### src/rtl/tlp_action_exec.sv
// Executes RX->TX actions: register writes, register reads answered with a
// two-beat 3DW completion TLP, error recording, and discard of reserved actions.
module tlp_action_exec #(
  parameter int unsigned ERRCNT_WIDTH = 16
) (
  input  logic                    pcieClk_in,
  input  logic                    pcieRst_in,
  input  logic [15:0]             cfgBusDev_in,
  input  logic [42:0]             actData_in,
  input  logic                    actValid_in,
  output logic                    actReady_out,
  output logic                    regRdReq_out,
  output logic [8:0]              regRdChan_out,
  input  logic                    regRdAck_in,
  input  logic [31:0]             regRdData_in,
  output logic                    regWrValid_out,
  output logic [8:0]              regWrChan_out,
  output logic [31:0]             regWrData_out,
  output logic [63:0]             txData_out,
  output logic                    txValid_out,
  input  logic                    txReady_in,
  output logic                    txSOP_out,
  output logic                    txEOP_out,
  output logic [31:0]             errCode_out,
  output logic [ERRCNT_WIDTH-1:0] errCount_out
);

  localparam int unsigned CHAN_W = 9;
  localparam int unsigned DATA_W = 32;

  localparam logic [1:0] ACT_READ  = 2'd0;
  localparam logic [1:0] ACT_WRITE = 2'd1;
  localparam logic [1:0] ACT_ERROR = 2'd2;

  // Completion header dword: fmt=3DW with data, type=completion, length 1
  localparam logic [31:0] CPL_DW0    = 32'h4A00_0001;
  localparam logic [11:0] BYTE_COUNT = 12'd4;

  typedef enum logic [1:0] {IDLE, RD_WAIT, SEND_QW0, SEND_QW1} state_t;

  state_t state, state_next;

  logic [1:0]        act_typ;
  logic [CHAN_W-1:0] act_chan;
  logic [DATA_W-1:0] act_payload;
  logic              accept;

  logic [15:0]       bus_dev_q;
  logic [15:0]       req_id_q;
  logic [7:0]        tag_q;
  logic [DATA_W-1:0] rd_data_q;

  assign act_typ     = actData_in[42:41];
  assign act_chan    = actData_in[40:32];
  assign act_payload = actData_in[31:0];
  assign actReady_out = (state == IDLE);
  assign accept       = actValid_in && (state == IDLE);

  // State register
  always_ff @(posedge pcieClk_in or posedge pcieRst_in) begin
    if (pcieRst_in) state <= IDLE;
    else            state <= state_next;
  end

  // Next-state: reads hold the pipe until both completion beats are handshaken
  always_comb begin
    state_next = state;
    case (state)
      IDLE:     if (accept && (act_typ == ACT_READ)) state_next = RD_WAIT;
      RD_WAIT:  if (regRdAck_in) state_next = SEND_QW0;
      SEND_QW0: if (txValid_out && txReady_in) state_next = SEND_QW1;
      SEND_QW1: if (txValid_out && txReady_in) state_next = IDLE;
      default:  state_next = IDLE;
    endcase
  end

  // Read request, transmit port and completion beat assembly
  always_ff @(posedge pcieClk_in or posedge pcieRst_in) begin
    if (pcieRst_in) begin
      regRdReq_out  <= 1'b0;
      regRdChan_out <= '0;
      bus_dev_q     <= '0;
      req_id_q      <= '0;
      tag_q         <= '0;
      rd_data_q     <= '0;
      txValid_out   <= 1'b0;
      txSOP_out     <= 1'b0;
      txEOP_out     <= 1'b0;
      txData_out    <= '0;
    end else begin
      regRdReq_out <= (state_next == RD_WAIT);
      txValid_out  <= (state_next == SEND_QW0) || (state_next == SEND_QW1);
      txSOP_out    <= (state_next == SEND_QW0);
      txEOP_out    <= (state_next == SEND_QW1);
      if (accept && (act_typ == ACT_READ)) begin
        regRdChan_out <= act_chan;
        bus_dev_q     <= cfgBusDev_in;
        req_id_q      <= act_payload[31:16];
        tag_q         <= act_payload[15:8];
      end
      if ((state == RD_WAIT) && regRdAck_in) begin
        rd_data_q  <= regRdData_in;
        txData_out <= {bus_dev_q, 3'b000, 1'b0, BYTE_COUNT, CPL_DW0};
      end
      if ((state == SEND_QW0) && (state_next == SEND_QW1)) begin
        txData_out <= {rd_data_q, req_id_q, tag_q,
                       1'b0, regRdChan_out[3:0], 1'b1, 2'b00};
      end
    end
  end

  // Register-write strobe: one cycle per accepted write
  always_ff @(posedge pcieClk_in or posedge pcieRst_in) begin
    if (pcieRst_in) begin
      regWrValid_out <= 1'b0;
      regWrChan_out  <= '0;
      regWrData_out  <= '0;
    end else begin
      regWrValid_out <= accept && (act_typ == ACT_WRITE);
      if (accept && (act_typ == ACT_WRITE)) begin
        regWrChan_out <= act_chan;
        regWrData_out <= act_payload;
      end
    end
  end

  // Error code capture and saturating error count
  always_ff @(posedge pcieClk_in or posedge pcieRst_in) begin
    if (pcieRst_in) begin
      errCode_out  <= '0;
      errCount_out <= '0;
    end else if (accept && (act_typ == ACT_ERROR)) begin
      errCode_out <= act_payload;
      if (!(&errCount_out)) errCount_out <= errCount_out + ERRCNT_WIDTH'(1);
    end
  end

endmodule

### config.mk
export PLATFORM = sky130hd
export DESIGN_NAME = tlp_action_exec
export DESIGN_NICKNAME = d
export VERILOG_FILES = /design/src/rtl/tlp_action_exec.sv
export SDC_FILE = /design/constraint.sdc
export NUM_CORES = 1
export LEC_CHECK = 0
export BUFFER_PORTS_ARGS = -buffer_cell sky130_fd_sc_hd__buf_2
export CORE_AREA = 2 2 133 135
export CTS_BUF_LIST = sky130_fd_sc_hd__clkbuf_8
export DETAILED_ROUTE_END_ITERATION = 7
export DIE_AREA = 0 0 135 137
export GPL_ROUTABILITY_DRIVEN = 0
export PLACE_DENSITY = 0.94
export SYNTH_ARGS = -nofsm -noshare
export SYNTH_HDL_FRONTEND = slang
export SYNTH_SLANG_ARGS = --single-unit
### constraint.sdc
create_clock -name pcieClk_in -period 7.9 [get_ports pcieClk_in]
set_input_delay 0.79 -clock pcieClk_in [delete_from_list [all_inputs] [get_ports pcieClk_in]]
set_output_delay 0.79 -clock pcieClk_in [all_outputs]
set_load 0.01 [all_outputs]
# After elaboration in Yosys (flattened, before gate mapping)

Index checks and enable logic that the tools add are counted.

Flip-flop bits (word level): 241
Output and inout port bits: 168

Add/sub/neg operators: 1
Equality and inequality tests: 8
Multiplexer cells: 7
Bitwise operators: 1
Reduce and logical (&&, ||, !) cells: 13

Operators by type and width:

| cell                                                                  | count |
|---|---|
| 64-bit 2-to-1 mux                                                     | 2 |
| 16-bit by 1-bit adder with 16-bit output, second input constant       | 1 |
| 16-bit AND reduction                                                  | 1 |
| 2-bit equality test, second input constant                            | 5 |
| 2-bit 2-to-1 mux                                                      | 4 |
| 2-bit case mux with 4 select lines                                    | 1 |
| 1-bit logical AND                                                     | 7 |
| 2-bit by 1-bit equality test with 1-bit output, second input constant | 3 |
| 2-bit logical NOT                                                     | 2 |
| 2-bit AND reduction                                                   | 1 |
| 2-bit nonzero test                                                    | 1 |
| 1-bit logical OR                                                      | 1 |
| 1-bit NOT                                                             | 1 |

# Logic depth before layout (Yosys ltp)

Gate-level depths: netlist of run 1.

Depth after elaboration: 8
Mapped depth: 7
Gate-level depth less buffers: 5

# Worst setup path before layout of run 1

Ideal clock, no wire load.

Path kind: input -> register
Start point: input port actValid_in
End point: register errCount_out[12]
Library setup time: 0.125 ns
Data arrival time: 2.247 ns
Data required time: 7.775 ns
Setup slack: 5.528 ns
Stages: 4
Cells stage by stage: or3b_4 -> or3_4 -> or3_4 -> mux2_4

Cells in the longest elaborated chain, start to end: 3

RTL lines:

| element                              | line | source |
|---|---|---|
| start, declared                      | 10   | `input logic actValid_in,` |
| 1-bit logical AND                    | 57   | `assign accept = actValid_in && (state == IDLE);` |
| 1-bit logical AND                    | 132  | `end else if (accept && (act_typ == ACT_ERROR)) begin` |
| 2-bit AND reduction (no source line) | n/a  |  |
| end signal, assigned                 | 134  | `if (!(&errCount_out)) errCount_out <= errCount_out + ERRCNT_WIDTH'(1);` |
| end, declared                        | 25   | `output logic [ERRCNT_WIDTH-1:0] errCount_out` |

Every way passes these cells.
A chain may end at the register's enable or synchronous reset.

# Final worst setup path of run 1

Start point: register state[1]
End point: register errCount_out[1]

Cells in the longest elaborated chain, start to end: 4

RTL lines:

| element                              | line | source |
|---|---|---|
| start, declared                      | 41   | `state_t state, state_next;` |
| start signal, assigned               | 62   | `else state <= state_next;` |
| 2-bit logical NOT                    | 57   |  |
| 1-bit logical AND                    | 57   |  |
| 1-bit logical AND                    | 132  |  |
| 2-bit AND reduction (no source line) | n/a  |  |

Every way passes these cells.

==> key figures, run 1 <==
STA
  – Final Hold Fails: 0
  – Clock skew: 0.0243 ns
  – Setup TNS: 0 ns
  – Final Cycle Share: 0.337
  – Unrepaired setup endpoints after global routing: no
  – Rel. slew slack: 0.269
  – Worst-Margin Slew: 1.09 ns
  – FMAX: 376 MHz
  – Min Tclk post-route: 2.66 ns
  – Max-slew violation count: 0
  – Final setup violation count: 0
  – Slack of the critical path: 5.24 ns

Power
  – Maximum VDD drop: 0.260 mV
  – Clock power frac: 0.214
  – Pwr dens: 402 nW/um^2
  – Combinational Power Share: 0.323
  – Static leakage: 5.85 nW
  – Switching power: 0.00155 W
  – Post-route total power: 0.00454 W
  – Sw frac: 0.342
  – Int Pwr: 0.00299 W
  – Sequential share of power: 0.463

Floorplan
  – DIE AREA: 18500 um^2
  – Core Footprint: 17100 um^2
  – Starting Density: 0.535
  – Die height: 137 um
  – Row Count: 48
  – # IOs: 264
  – DIE WIDTH: 135 um

Clocking
  – Cts bufs inserted: 38
  – Clk slew on worst S/H paths: 0.06 ns
  – Clock buffer depth: 3
  – Clock latency on the worst-skew pair: 0.52 ns
  – H-tree level count: 2
  – CTS Hold Buffers Added: 0
  – TritonCTS clock tree: yes
  – Clk root buf: clkbuf_8
  – Post-CTS Setup Bufs: 0
  – Post-cts sizing count: 0
  – Sink count of the clock tree: 238

Layout
  – Share of layout cells above drive strength 1: 0.454
  – Most frequent cells in the layout: buf_2, dfrtp_1, nand2_1, mux2_2, clkbuf_8
  – Fillers: 1246
  – Layout area overhead: 24.0%
  – Final Net Count: 1061
  – Sequential Area: 5960 um^2
  – Commonest non-fill, non-tap cell in the layout: buf_2
  – Multi-input gate area: 2990 um^2

Critical path
  – Setup CP Type: reg -> reg
  – CP Capture Type: register
  – Crit path DAT: 3.06 ns
  – R2R Setup Slk: 5.24 ns
  – Crit Path Max Fanout: 22
  – CP max stage cell: or3b_1
  – Worst path max stage delay: 0.63 ns
  – CP startpoint kind: register
  – Worst-path cell chain: or3b_4, or3b_1, buf_4, nor2_1, mux2_2
  – FF-to-FF path depth: 5
  – CP required: 8.30 ns

Global route
  – First-pass GRT wire length: 34900 um
  – GRT Total Usage: 0.242
  – Met3 usage: 0.0656
  – Met2 Track Usage GR: 0.411
  – Overflow after GRT: 0
  – Largest net degree at the start of global routing: 86
  – Vias in the first global route: 6729
  – GRT busiest layer: met2
  – Met1 GRT Util: 0.290
  – Initial antenna violation count: 1

Routing
  – Routed Antenna Nets: 0
  – Detailed Route WL: 22300 um
  – Routed WL per cell: 18.4 um
  – DRT Pass-1 Iters: 4
  – Drt initial violations: 344
  – DR DRC count: 0
  – Vias per Instance: 5.42
  – Routed vias: 6570

Synthesis
  – Post-synth EDFFs: 0
  – Yosys cell types: 38
  – Post-synthesis compound-gate area fraction: 0.0564
  – Post-Syn Area per Cell: 13.1 um^2
  – Ys async rst share: 1.00
  – Synth Area in XOR/XNOR: 0.0115
  – Syn. warnings: 0
  – Seq/Total Area, Yosys: 0.653
  – Largest family of logic cells by synthesized area: multiplexers
  – Adder-cell share of the synthesized area: 0.00137
  – Most common flop cell mapped by yosys: dfrtp_1
  – #FFs+latches synth: 238
  – Mapped Cells: 696
  – Synth Cell Area: 9120 um^2
  – Post-synthesis mux area share: 0.157
  – Simple-gate share of the synthesized area: 0.0989

Status
  – Status: completed

Placement
  – IO buf count: 261
  – Worst Setup Slack post-DPL: 4.90 ns
  – DPL Wire Length: 14700 um

Flow run
  – Max-Cap Viols: 0

Min path
  – Worst min-delay path class: in -> async
[final timing paths]
check,start,endpoint
worst max-delay path,state[1],errCount_out[1]
worst min-delay path,pcieRst_in,bus_dev_q[6]
worst max register to register,state[1],errCount_out[1]
worst min register to register,rd_data_q[4],rd_data_q[4]
max in group asynchronous,pcieRst_in,txData_out[18]
min in group pcieClk_in,regRdData_in[19],rd_data_q[19]
[cell families (layout without fill, tap and decap cells)]
kind of cell | count (synthesis) | after routing
compound gates | 65 | 65
xor+xnor | 12 | 12
fa+ha+maj | 1 | 1
buf+inv | 45 | 335
flops | 238 | 238
mux | 127 | 127
other cells | 1 | 3
simple gates | 207 | 207
[metrics by stage]
step | instance area [um^2] | hold WS (ns) | instances | util
finish | 11300 | 0.358 | 1213 | 0.663
global route | 11300 | 0.386 | 1212 | 0.663
CTS | 11300 | 0.340 | 1212 | 0.663
detailed placement | 10600 | 0.463 | 1149 | 0.622
global placement | 10600 | 0.457 | 1149 | 0.622
floorplan | 9120 | 0.446 | 697 | -
[sequential cells by signal, indices dropped and copies added (netlist names)]
name            count
bus_dev_q          16
txEOP_out           1
regWrValid_out      1
rd_data_q          32
req_id_q           16
regRdReq_out        1
regWrChan_out       9
regWrData_out      32
txData_out         62
regRdChan_out       9
state               2
txSOP_out           1
tag_q               8
errCount_out       16
errCode_out        32
[routing by layer]
layer / wire length (um) / part of all wire
met2: 11400 / 0.51
met4: 799 / 0.036
met3: 1570 / 0.070
met1: 8570 / 0.38
met5: 0 / 0
[final cells by class]
type | count | share of cell area
Timing Repair Buffer | 267 | 0.120
Tap cell | 225 | 0.0249
Clock buffer | 44 | 0.0536
Sequential cell | 238 | 0.527
Inverter | 5 | 0.00232
Antenna cell | 1 | 0.000221
Multi-Input combinational cell | 414 | 0.265
Clock inverter | 19 | 0.00797
[power by group through the flow]
stage	Sequential (W)	Combinational, W	Clock, W
after floorplan	0.00223	0.000694	0
after global placement	0.00206	0.00141	0
after detailed placement	0.00210	0.00148	0
after CTS	0.00210	0.00149	0.000996
after global routing	0.00216	0.00160	0.00105
final	0.00210	0.00147	0.000971
[synthesized netlist by cell type, types with 6 or more instances]
library cell,instances,area share
a22o_1,40,0.038
a31oi_1,15,0.010
and3_1,8,0.0055
buf_1,6,0.0025
buf_2,8,0.0044
clkbuf_1,23,0.0095
dfrtp_1,238,0.65
mux2_2,121,0.15
nand2_1,144,0.059
nor2_1,24,0.0099
xnor2_1,8,0.0077
[worst max-delay path: cells and delay by family (launching register included)]
kind | cells | cell delay [ns]
buf+inv | 1 | 0.35
mux | 1 | 0.35
flops | 1 | 0.50
simple gates | 3 | 1.34
No activity file was read; power rests on OpenSTA's default activity.
==> inputs of run 2 (changes only) <==
Settings changed: CORE_AREA 2 2 133 135 to 2 2 141 143, DIE_AREA 0 0 135 137 to 0 0 143 145, PLACE_DENSITY 0.94 to 0.89.
Clock period 7.9 ns to 2.2 ns, I/O delays scaled along.
==> run 2 against run 1 <==
Compared with the run above: worst hold slack got worse by 0.26 ns; combinational power rose to 3.8 times the previous value; total power grew to 3.8 times the previous value; critical path depth decreased by 1; worst setup slack got worse by 5.1 ns; first-iteration DRC count increased by 9.9%; largest power group unchanged.
==> key figures, run 2 (synthesis results as in run 1) <==
Routing
  – DRT Pass-1 Iters: 7 (+3)
  – Routed WL per cell: 18.1 um (-1.5%)
  – DR DRC count: 0 (unchanged)
  – Routed Antenna Nets: 0 (unchanged)
  – Drt initial violations: 378 (+9.9%)
  – Vias per Instance: 5.18 (-4.4%)
  – Detailed Route WL: 24700 um (+10%)
  – Routed vias: 7045 (+7.2%)

STA
  – Max-slew violation count: 0 (unchanged)
  – Slack of the critical path: 0.169 ns (-5.07 ns)
  – FMAX: 492 MHz (+31%)
  – Rel. slew slack: 0.279 (+0.0101)
  – Final Hold Fails: 0 (unchanged)
  – Clock skew: 0.0119 ns (-0.0124 ns)
  – Worst-Margin Slew: 1.08 ns (-0.0138 ns)
  – Min Tclk post-route: 2.03 ns (-0.628 ns)
  – Unrepaired setup endpoints after global routing: no
  – Final Cycle Share: 0.923 (+0.587)
  – Final setup violation count: 0 (unchanged)
  – Fin Hold WS: 0.0940 ns (-0.264 ns)

Global route
  – Overflow after GRT: 0 (unchanged)
  – First-pass GRT wire length: 39400 um (+13%)
  – Vias in the first global route: 7544 (+12%)
  – Initial antenna violation count: 0 (-1)
  – Largest net degree at the start of global routing: 90 (+4.7%)
  – GRT Total Usage: 0.239 (-0.00334)

Layout
  – Commonest non-fill, non-tap cell in the layout: buf_2
  – Fin area: 12500 um^2 (+11%)
  – Final Net Count: 1165 (+9.8%)
  – Layout area overhead: 37.5%
  – Share of layout cells above drive strength 1: 0.429 (-0.0251)
  – Max reg flops: 62 (unchanged)
  – Diode count: 0 (-1)
  – Core Util, Final: 0.653 (-0.0101)
  – Biggest register: txData_out
  – Most frequent cells in the layout: buf_2, dfrtp_1, nand2_1, mux2_2, dlygate4sd3_1

Placement
  – IO buf count: 261 (unchanged)
  – Worst Setup Slack post-DPL: 0.165 ns (-4.74 ns)
  – Area post-placement: 10800 um^2 (+1.6%)
  – DPL Wire Length: 14600 um (-1.0%)

Clocking
  – Clock buffer depth: 3 (unchanged)
  – H-tree level count: 2 (unchanged)
  – Clock latency on the worst-skew pair: 0.50 ns (-0.02 ns)
  – Sink count of the clock tree: 238 (unchanged)
  – Cts bufs inserted: 41 (+7.9%)
  – Clk root buf: clkbuf_8
  – Clk slew on worst S/H paths: 0.06 ns (about the same)
  – TritonCTS clock tree: yes

Status
  – Status: completed

Critical path
  – Most used cell, CP: or3_4
  – Crit path DAT: 2.42 ns (-0.64 ns)
  – Crit Path Max Fanout: 6 (-73%)
  – CP startpoint: state[1]
  – Worst path max stage delay: 0.44 ns (-0.19 ns)
  – CP required: 2.59 ns (-5.71 ns)
  – Worst-path cell chain: or3b_4, or3_4, or3_4, mux2_4
  – CP startpoint kind: register
  – CP Capture Type: register
  – Worst reg2reg startpoint: state[1]
  – Setup CP Type: reg -> reg
  – CP max stage cell: or3b_4

Floorplan
  – Die height: 145 um (+5.8%)
  – Starting Density: 0.475 (-0.0599)
  – DIE WIDTH: 143 um (+5.9%)
  – Core Footprint: 19200 um^2 (+13%)
  – Row Count: 51 (+6.3%)
  – # IOs: 264 (unchanged)
  – DIE AREA: 20700 um^2 (+12%)

Flow run
  – Max-Cap Viols: 0 (unchanged)

Power
  – Static leakage: 6.37 nW (+8.8%)
  – Pwr dens: 1370 nW/um^2 (+240%)
  – Maximum VDD drop: 0.868 mV (+230%)

Min path
  – Hold Startpoint: regRdAck_in
  – Worst min-delay path class: in -> reg
## run 2: changes by cell type in the layout (fill, tap and decap cells not counted)
| cell | delta |
|---|---|
| inv_6 | -1 |
| diode_2 | -1 |
| clkinv_2 | +2 |
| clkinv_4 | +1 |
| buf_12 | +4 |
| clkinvlp_4 | -2 |
| inv_8 | -1 |
| dlygate4sd3_1 | +91 |
| clkbuf_8 | +13 |
| inv_1 | -4 |
| buf_4 | +6 |
## run 2: area by class of cell
type                            count  area [um^2]
Tap cell                          265          332
Sequential cell                   238         5960
Multi-Input combinational cell    414         2990
Timing Repair Buffer              368         2390
Inverter                            5         22.5
Clock buffer                       57          785
Fill cell                        1345         6670
Clock inverter                     14         62.6
## run 2: worst max-delay path, delay by kind of cell (launching register included)
| family | cells | cell delay, ns |
|---|---|---|
| flops | 1 | 0.38 |
| mux | 1 | 0.30 |
| simple gates | 3 | 1.25 |
## run 2: path summary, 6_finish.rpt
kind | to | slack, ns | cells past startpoint
setup / recovery | errCount_out[12] | 0.17 | 4
hold / removal | regRdReq_out | 0.09 | 4
setup reg to reg | errCount_out[12] | 0.17 | 4
hold reg to reg | txData_out[0] | 0.47 | 2
max in group asynchronous | regWrChan_out[7] | 1.34 | 4
min in group asynchronous | rd_data_q[13] | 0.43 | 4
## run 2: what timing repair did
action                    in CTS  in global routing
hold endpoints to repair     393                  0
hold buffers                  91                  0
resized for setup              0                  0
setup buffers                  0                  0
## run 2: metal layers
metal  part of all wire  routed length [um]  track usage
met3              0.061                1510       0.0525
met2               0.52               12900        0.414
met5                  0                   0            0
met1               0.37                9240        0.282
met4              0.042                1030        0.107
## run 2: per-stage QoR
stage                     total power, W  std cells  setup TNS (ns)
after floorplan                   0.0105        697         -271.29
after global placement            0.0125       1199               0
after detailed placement          0.0129       1199               0
after CTS                         0.0171       1361               0
after global routing              0.0182       1361               0
final                             0.0172       1361               0
## run 2: power by group
part	internal, W	total (W)	switching, W
sequential	0.00638	0.00752	0.00114
combinational	0.00270	0.00559	0.00289
clock	0.00229	0.00406	0.00177
total	0.0114	0.0172	0.00579
==> inputs of run 3 (changes only) <==
Settings changed: CORE_AREA 2 2 141 143 to 2 2 133 135, DIE_AREA 0 0 143 145 to 0 0 135 137, PLACE_DENSITY 0.89 to 0.94.
Clock period 2.2 ns to 2.3 ns, I/O delays scaled along.
==> run 3 against run 2 <==
Compared with the run above: die area decreased by 11%; largest cell class unchanged; utilization grew 7.6 points; sequential power down 3.3%; first-iteration DRC count increased by 9.0%.
==> key figures, run 3 (synthesis results as in run 1) <==
Critical path
  – FF-to-FF path depth: 4 (unchanged)
  – Crit Path Max Fanout: 6 (unchanged)
  – Crit. path cell count: 4 (unchanged)
  – Worst path bufs/invs: 0 (unchanged)
  – Setup CP Type: reg -> reg
  – Worst-path cell chain: or3b_4, or3_4, or3_4, mux2_4
  – Crit path DAT: 2.42 ns (about the same)
  – Worst path max stage delay: 0.44 ns (about the same)
  – Most used cell, CP: or3_4
  – Critical path's top delay family: simple AND/OR/NAND/NOR gates
  – CP max stage cell: or3b_4
  – CP required: 2.68 ns (+0.09 ns)
  – CP startpoint kind: register
  – CP Capture Type: register

Layout
  – Layout area overhead: 36.4%
  – Final Non-Filler Cells: 1319 (-3.1%)
  – Final Net Count: 1167 (+0.17%)
  – Core Util, Final: 0.729 (+0.0764)
  – Share of layout cells above drive strength 1: 0.430 (+0.000784)
  – Most frequent cells in the layout: buf_2, dfrtp_1, nand2_1, mux2_2, dlygate4sd3_1
  – Diode count: 0 (unchanged)
  – Commonest non-fill, non-tap cell in the layout: buf_2
  – Max reg flops: 62 (unchanged)
  – Biggest register: txData_out

Status
  – Status: completed

STA
  – Min Tclk post-route: 2.04 ns (+0.00865 ns)
  – Max-slew violation count: 0 (unchanged)
  – Slack of the critical path: 0.260 ns (+0.0913 ns)
  – Final Hold Fails: 0 (unchanged)
  – Final Cycle Share: 0.887 (-0.0364)
  – Worst-Margin Slew: 0.574 ns (-0.505 ns)
  – Unrepaired setup endpoints after global routing: no
  – Setup TNS: 0 ns (unchanged)
  – Final setup violation count: 0 (unchanged)
  – FMAX: 490 MHz (-0.42%)
  – Clock skew: 0.0173 ns (+0.00537 ns)
  – Rel. slew slack: 0.618 (+0.339)

Min path
  – Worst min-delay path class: in -> reg
  – Hold Crit Depth: 2 (-2)

Clocking
  – H-tree level count: 2 (unchanged)
  – TritonCTS clock tree: yes
  – Clk slew on worst S/H paths: 0.06 ns (about the same)
  – Cts bufs inserted: 39 (-4.9%)
  – Post-cts sizing count: 0 (unchanged)
  – Clock latency on the worst-skew pair: 0.51 ns (about the same)
  – Clock buffer depth: 3 (unchanged)
  – Clk root buf: clkbuf_8
  – Sink count of the clock tree: 238 (unchanged)
  – CTS Hold Buffers Added: 89 (-2.2%)
  – Post-CTS Setup Bufs: 0 (unchanged)

Placement
  – Worst Setup Slack post-DPL: 0.244 ns (+0.0789 ns)
  – DPL Wire Length: 15500 um (+6.1%)
  – Number of cells after detailed placement: 1165 (-2.8%)
  – IO buf count: 261 (unchanged)

Floorplan
  – Die height: 137 um (-5.5%)
  – Core Footprint: 17100 um^2 (-11%)
  – # IOs: 264 (unchanged)
  – Row Count: 48 (-5.9%)
  – DIE AREA: 18500 um^2 (-11%)
  – Starting Density: 0.535 (+0.0599)
  – DIE WIDTH: 135 um (-5.6%)

Routing
  – Routed WL per cell: 19.8 um (+9.1%)
  – DR DRC count: 0 (unchanged)
  – DRT Pass-1 Iters: 5 (-2)
  – Routed Antenna Nets: 0 (unchanged)
  – Drt initial violations: 412 (+9.0%)
  – Routed vias: 7284 (+3.4%)
  – Vias per Instance: 5.52 (+6.7%)
  – Detailed Route WL: 26100 um (+5.7%)

Power
  – Pwr dens: 1320 nW/um^2 (-3.9%)
  – Maximum VDD drop: 0.901 mV (+3.8%)
  – Post-route total power: 0.0164 W (-4.7%)
  – Static leakage: 6.35 nW (-0.22%)

Global route
  – GRT Total Usage: 0.283 (+0.0439)
  – Overflow after GRT: 0 (unchanged)
  – Initial antenna violation count: 0 (unchanged)
  – Largest net degree at the start of global routing: 109 (+21%)
  – Vias in the first global route: 7768 (+3.0%)
  – First-pass GRT wire length: 40600 um (+3.2%)

Flow run
  – Max-Cap Viols: 0 (unchanged)
[run 3: metal layers]
metal  part of all wire  vias to the layer above  wire, um  track usage
met1               0.37                     3669      9760        0.336
met2               0.52                      370     13500        0.486
li1                   -                     3142         -            -
met5                  0                        -         0            0
met3              0.058                      103      1520       0.0533
met4              0.049                        0      1270        0.159
[run 3: worst reg2reg max path, delay by kind of cell (launching register included)]
family        cells  cell delay [ns]
simple gates      3             1.26
mux               1             0.30
flops             1             0.37
[run 3: area by class of cell]
class,instances,area [um^2]
Fill cell,1072,4620
Sequential cell,238,5960
Multi-Input combinational cell,414,2990
Clock buffer,51,702
Inverter,5,22.5
Timing Repair Buffer,372,2420
Tap cell,225,282
Clock inverter,14,57.6
[run 3: worst paths after layout]
path / start / endpoint / slack [ns]
setup / recovery: state[1] / errCount_out[12] / 0.26
hold / removal: actData_in[23] / regWrData_out[23] / 0.04
setup reg to reg: state[1] / errCount_out[12] / 0.26
hold reg to reg: txData_out[63] / txData_out[63] / 0.47
max in group asynchronous: pcieRst_in / regWrData_out[3] / 1.34
min in group asynchronous: pcieRst_in / txData_out[24] / 0.39
[run 3: power breakdown]
part	total, W	switching [W]	leakage [nW]	internal, W
clock network	0.00357	0.00160	0.436	0.00197
registers	0.00727	0.00116	2.94	0.00611
logic	0.00553	0.00291	2.98	0.00263
[run 3: stage by stage]
stage               instance area (um^2)  hold WS, ns
floorplan                           9130        0.335
global placement                   10800        0.346
detailed placement                 10800        0.351
CTS                                12400      0.00757
global route                       12400       0.0173
finish                             12400       0.0399
